[src/rtl/spi_master_multi.sv]
// -----------------------------------------------------------------------------
// spi_master_multi
//
// Parametrised SPI master with runtime-selectable mode (cpol/cpha), runtime
// SCLK divider and NUM_CS active-low chip selects. One accepted stb_wr clocks
// total_len bits: the first TO_SPI_BITS go out MSB first, then zeros. Every
// sampled MISO bit shifts into from_spi_data, which keeps the last
// FROM_SPI_BITS bits.
//
// Ports
//   clk            system clock, all logic on posedge
//   reset          asynchronous, active-high reset
//   stb_wr         start strobe, accepted only while busy=0
//   cs_sel         chip select index (>= NUM_CS selects nothing)
//   cpol, cpha     SPI mode, latched at start
//   half_div       SCLK half-period in clk cycles (0 behaves as 1)
//   total_len      bits to clock, saturated to TO_SPI_BITS+FROM_SPI_BITS
//   to_spi_data    transmit word
//   from_spi_data  receive register, valid from stb_rdy to next accepted stb_wr
//   busy           transfer in progress (also high during the stb_rdy cycle)
//   stb_rdy        one-cycle end-of-transfer pulse
//   spi_clk        SCLK
//   spi_mosi       MOSI
//   spi_miso       MISO
//   spi_cs_n       active-low chip selects, at most one low
//
// Frame: SETUP (H cycles, SCLK idle) -> XFER (2*len half-periods of H cycles)
// -> HOLD (H cycles, SCLK idle). SCLK takes its new level at the start of
// each XFER half-period: even half-periods begin with a leading edge, odd
// ones with a trailing edge.
// -----------------------------------------------------------------------------
module spi_master_multi #(
  parameter int TO_SPI_BITS   = 8,
  parameter int FROM_SPI_BITS = 8,
  parameter int NUM_CS        = 4,
  parameter int DIV_WIDTH     = 8,
  localparam int CS_W  = (NUM_CS > 1) ? $clog2(NUM_CS) : 1,
  localparam int LEN_W = $clog2(TO_SPI_BITS + FROM_SPI_BITS + 1)
) (
  input  logic                     clk,
  input  logic                     reset,
  input  logic                     stb_wr,
  input  logic [CS_W-1:0]          cs_sel,
  input  logic                     cpol,
  input  logic                     cpha,
  input  logic [DIV_WIDTH-1:0]     half_div,
  input  logic [LEN_W-1:0]         total_len,
  input  logic [TO_SPI_BITS-1:0]   to_spi_data,
  output logic [FROM_SPI_BITS-1:0] from_spi_data,
  output logic                     busy,
  output logic                     stb_rdy,
  output logic                     spi_clk,
  output logic                     spi_mosi,
  input  logic                     spi_miso,
  output logic [NUM_CS-1:0]        spi_cs_n
);

  localparam logic [LEN_W-1:0] MAX_LEN = LEN_W'(TO_SPI_BITS + FROM_SPI_BITS);

  typedef enum logic [1:0] {IDLE, SETUP, XFER, HOLD} state_t;

  state_t                 state;
  logic [DIV_WIDTH-1:0]   h_q;
  logic [DIV_WIDTH-1:0]   cnt;
  logic [LEN_W-1:0]       len_q;
  logic [LEN_W:0]         half_idx;
  logic                   cpol_q;
  logic                   cpha_q;
  logic [TO_SPI_BITS-1:0] tx_sr;
  logic                   miso_q;
  logic                   sample_pend;

  // Values captured at an accepted stb_wr.
  logic [DIV_WIDTH-1:0]   h_in;
  logic [LEN_W-1:0]       len_in;
  logic [NUM_CS-1:0]      cs_dec;

  assign h_in   = (half_div == '0) ? DIV_WIDTH'(1) : half_div;
  assign len_in = (total_len > MAX_LEN) ? MAX_LEN : total_len;

  always_comb begin
    cs_dec = '1;
    for (int i = 0; i < NUM_CS; i++) begin
      if (cs_sel == CS_W'(i)) cs_dec[i] = 1'b0;
    end
  end

  // Half-period bookkeeping.
  logic           half_end;
  logic [LEN_W:0] last_half;
  logic [LEN_W:0] next_half;

  assign half_end  = (cnt == h_q - 1'b1);
  assign last_half = {len_q, 1'b0} - 1'b1;
  assign next_half = half_idx + 1'b1;

  // SCLK edge decode for the edge produced at this clk edge.
  logic go_lead;
  logic go_trail;
  logic first_bit;
  logic sample_edge;
  logic shift_edge;

  // NOTE: every combinational output gets a default first so no path leaves
  // it unassigned, which would otherwise infer a latch.
  always_comb begin
    go_lead   = 1'b0;
    go_trail  = 1'b0;
    first_bit = 1'b0;
    if (half_end) begin
      if (state == SETUP && len_q != '0) begin
        go_lead   = 1'b1;
        first_bit = 1'b1;
      end else if (state == XFER && half_idx != last_half) begin
        go_lead  = ~next_half[0];
        go_trail = next_half[0];
      end
    end
  end

  // cpha=1 never shifts on the first leading edge: bit 0 is already on MOSI.
  assign sample_edge = cpha_q ? go_trail : go_lead;
  assign shift_edge  = cpha_q ? (go_lead & ~first_bit) : go_trail;

  // NOTE: sequential state uses non-blocking assignments so every register
  // sees pre-edge values regardless of statement order.
  always_ff @(posedge clk or posedge reset) begin
    if (reset) begin
      state         <= IDLE;
      busy          <= 1'b0;
      stb_rdy       <= 1'b0;
      spi_cs_n      <= '1;
      spi_clk       <= 1'b0;
      spi_mosi      <= 1'b0;
      from_spi_data <= '0;
      h_q           <= DIV_WIDTH'(1);
      cnt           <= '0;
      len_q         <= '0;
      half_idx      <= '0;
      cpol_q        <= 1'b0;
      cpha_q        <= 1'b0;
      tx_sr         <= '0;
      miso_q        <= 1'b0;
      sample_pend   <= 1'b0;
    end else begin
      miso_q      <= spi_miso;
      stb_rdy     <= 1'b0;
      sample_pend <= sample_edge;

      // Shift uses MISO as registered on the edge cycle, one cycle later.
      if (sample_pend) begin
        from_spi_data <= {from_spi_data[FROM_SPI_BITS-2:0], miso_q};
      end

      if (go_lead || go_trail) spi_clk <= ~spi_clk;

      // Zero fill of tx_sr drives MOSI low once the transmit word is spent.
      if (shift_edge) begin
        spi_mosi <= tx_sr[TO_SPI_BITS-1];
        tx_sr    <= tx_sr << 1;
      end

      case (state)
        IDLE: begin
          busy    <= 1'b0;
          spi_clk <= cpol;
          cnt     <= '0;
          // busy is still high during the stb_rdy cycle, so a strobe there
          // is ignored and the next one is accepted a cycle later.
          if (stb_wr && !busy) begin
            busy     <= 1'b1;
            spi_cs_n <= cs_dec;
            spi_mosi <= to_spi_data[TO_SPI_BITS-1];
            tx_sr    <= to_spi_data << 1;
            h_q      <= h_in;
            len_q    <= len_in;
            cpol_q   <= cpol;
            cpha_q   <= cpha;
            state    <= SETUP;
          end
        end

        SETUP: begin
          if (half_end) begin
            cnt      <= '0;
            half_idx <= '0;
            state    <= (len_q == '0) ? HOLD : XFER;
          end else begin
            cnt <= cnt + 1'b1;
          end
        end

        XFER: begin
          if (half_end) begin
            cnt <= '0;
            if (half_idx == last_half) state <= HOLD;
            else                       half_idx <= next_half;
          end else begin
            cnt <= cnt + 1'b1;
          end
        end

        HOLD: begin
          if (half_end) begin
            cnt      <= '0;
            spi_cs_n <= '1;
            spi_mosi <= 1'b0;
            stb_rdy  <= 1'b1;
            state    <= IDLE;
          end else begin
            cnt <= cnt + 1'b1;
          end
        end

        default: state <= IDLE;
      endcase
    end
  end

endmodule

[config.mk]
export PLATFORM = sky130hd
export DESIGN_NAME = spi_master_multi
export DESIGN_NICKNAME = d
export VERILOG_FILES = /design/src/rtl/spi_master_multi.sv
export SDC_FILE = /design/constraint.sdc
export NUM_CORES = 1
export LEC_CHECK = 0
export ABC_AREA = 0
export BUFFER_PORTS_ARGS = -buffer_cell sky130_fd_sc_hd__buf_4
export CELL_PAD_IN_SITES_DETAIL_PLACEMENT = 0
export CELL_PAD_IN_SITES_GLOBAL_PLACEMENT = 2
export CORE_UTILIZATION = 38
export DETAILED_ROUTE_END_ITERATION = 10
export PLACE_DENSITY = 0.83
export SYNTH_ARGS = -nofsm -noshare
export SYNTH_HDL_FRONTEND = slang
export SYNTH_SLANG_ARGS = --single-unit
[constraint.sdc]
create_clock -name clk -period 4.4 [get_ports clk]
set_input_delay 0.88 -clock clk [delete_from_list [all_inputs] [get_ports clk]]
set_output_delay 0.88 -clock clk [all_outputs]
set_load 0.05 [all_outputs]
==> impl_results.md <==
- Die Y: 90.8 um
- WP data arrival: 2.99 ns
- Worst skew pair latency: 0.31 ns
- Worst setup EP type: register
- GPL Wtd Cong: 0.854
- Clk pin slew, worst setup/hold paths: 0.11 ns
- CP max FO: 14
- # setup viols final: 0
- Max incr delay on CP: 0.56 ns
- Commonest non-fill, non-tap cell in the layout: dfrtp_1
- FMAX: 360 MHz
- Pin count of the biggest net entering global routing: 35
- Post-Syn Nets: 348
- Synth top area share: 42.6%
- Min Hold Slack: 0.488 ns
- Crit path kind: register to register
- Setup TNS: 0 ns
- Final worst setup slack: 1.62 ns
- Slew Limit Headroom: 32.1%
- # rows: 32
- Total wire length: 6.72 mm
- Core area: 0.00769 mm^2
- Post-route DRC: 0
- Num CTS Buffers: 5
- Min Tclk post-route: 2.78 ns
- Max_cap viols: 0
- Port Buffers: 44
- Placed cells: 447
- DR vias: 2423
- Pre-antenna DRT Iters: 4
- DR vias/cell: 5.33
- Worst Hold Class: register to register
- RSZ-0062 raised after global routing: no
- PD cells: 256 mW/mm^2
- Net count, final: 390
- Tcrit/Tclk final: 63.2%
- Effective utilization at floorplan: 39.0%
- Post-Syn Area: 0.00300 mm^2
- Mapped Cells: 310
- Run status: complete, no violations
- CTS H-tree depth: 2
- Max Root-Sink Buffers: 2
- Synth warnings: 0
- Die area: 0.00825 mm^2
- CTS tree: built
- Yosys reg bits: 56
- Startpoint Class: register
- Initial antenna violation count: 0
- Finished Layout Cells: 455
- Post-Place Setup Slack: 1.66 ns
- Worst-case clock skew: 0.00564 ns
- Starting DRC count in detailed routing: 112
- CP Cell Sequence: or4_1 > or3_1 > a211oi_2 > and4_1 > o211ai_1 > mux2_2
- Syn_area_per_cell: 9.67 um^2
- GRT Util Overall: 17.8%
- Setup bufs post-CTS: 0
- Pleak: 1.62 nW
- Area contributors post-synth: dfrtp_1 (43%), nand2_1 (4.5%), dfstp_2 (4.4%)
- DR WL/cell: 14.8 um
- Final ANT Viol Nets: 0
- Global route overflow: 0
- Synth unique cells: 51
- Area Growth Syn to Fin: 18.1%
- Post-synth EDFFs: 0
- HPWL Detailed: 4.82 mm
- Top-level port count: 45
- Synth area leader: dfrtp_1
- Ys flop type: dfrtp_1
- Ys async rst share: 100%
- Final hold viol count: 0
- # hold bufs at CTS: 0
- Worst slew pin tran: 1.02 ns
- Peak VDD IR: 0.172 mV
- Post-cts gate resize count: 0
- Fill count: 783
- Slew Limit Fails: 0
- Buf/Inv on CP: 0
- Clock sink count: 56
- Commonest non-fill, non-tap cells in the layout: dfrtp_1 (51), buf_4 (46), nand2_1 (36)
- Required time of the critical path: 4.61 ns
- Die width: 90.8 um
- Number of global-route vias before repair: 2412
- Sequential-to-total area share from yosys stat: 46.9%
- Proportion of layout cells with a drive suffix above 1: 21.0%
- CP max-delay cell: and4_1
- Root Driver: clkbuf_8
- Number of antenna diodes: 0
- Total power: 0.907 mW
- First-pass GRT wire length: 11.8 mm
- CP delay by family, top: simple AND/OR/NAND/NOR gates
[per-stage QoR]
step / cell area (um^2) / utilization, %
after floorplan: 3000 / -
after global placement: 3430 / 44.6
after detailed placement: 3430 / 44.6
after CTS: 3540 / 46.1
after global routing: 3540 / 46.1
final: 3540 / 46.1
[worst paths after layout]
path                             start          endpoint  slack (ns)  cells after the start
worst min register to register  miso_q  from_spi_data[0]        0.49                      1
worst max-delay path            h_q[2]          state[1]        1.62                      6
max in group asynchronous        reset       half_idx[1]        2.95                      3
worst min-delay path            miso_q  from_spi_data[0]        0.49                      1
min in group asynchronous        reset            miso_q        0.67                      2
worst max register to register  h_q[2]          state[1]        1.62                      6
[cell type report]
class                           instances  area, um^2  area share (%)
Sequential cell                        56        1410            39.7
Clock buffer                            5        68.8            1.94
Timing Repair Buffer                   46         345            9.75
Multi-Input combinational cell        224        1480            41.7
Inverter                               19        71.3            2.01
Tap cell                              102         128            3.60
Clock inverter                          3        46.3            1.31
[state kept, by name (all words and copies together) (netlist names), 2 cells and up]
register	cells
from_spi_data	8
state	2
half_idx	6
tx_sr	8
cnt	8
len_q	5
h_q	8
spi_cs_n	4
[power by group]
part | internal [mW] | switching [mW] | total (mW)
combinational | 0.0180 | 0.0175 | 0.0355
clock | 0.172 | 0.183 | 0.355
sequential | 0.516 | 0.000388 | 0.516
[layer usage]
metal  share of wire (%)  vias to the layer above  track usage, %
li1                    -                     1193               -
met4                 1.6                        0            5.69
met2                  44                       44            26.6
met1                  50                     1179            25.7
met3                 3.7                        7            3.45
met5                   0                        -               0
[Yosys cell counts (3+ instances only)]
cell type  number
a211oi_1        4
a21oi_1         5
a31oi_1         9
clkbuf_1        9
dfrtp_1        51
dfstp_2         5
ha_1            9
inv_1          19
mux2_2          9
nand2_1        36
nand3_1        10
nand3b_1        4
nand4_1         8
nor2_1         23
nor2b_1         3
nor3_1         10
o2111ai_1       4
o21a_1          3
o21ai_0        24
o22ai_1         3
or4_1           3
xnor2_1        12
xor2_1          9
[worst reg2reg max path: cells and delay by family (launching register included)]
family,cells,cell delay [ns]
AND/OR/NAND/NOR,3,1.44
multiplexers,1,0.30
flip-flops,1,0.46
AO/OA/AOI/OAI,2,0.47
[logic make-up (layout without fill, tap and decap cells)]
| group | count (synthesis) | in the layout | synth area share [%] |
|---|---|---|---|
| flops | 56 | 56 | 46.9 |
| buf+inv | 30 | 73 | 3.84 |
| compound gates | 74 | 74 | 17.3 |
| simple gates | 110 | 110 | 17.9 |
| mux | 9 | 9 | 3.38 |
| fa+ha+maj | 9 | 9 | 3.75 |
| xor+xnor | 22 | 22 | 6.88 |
No activity file was read; power rests on OpenSTA's default activity.
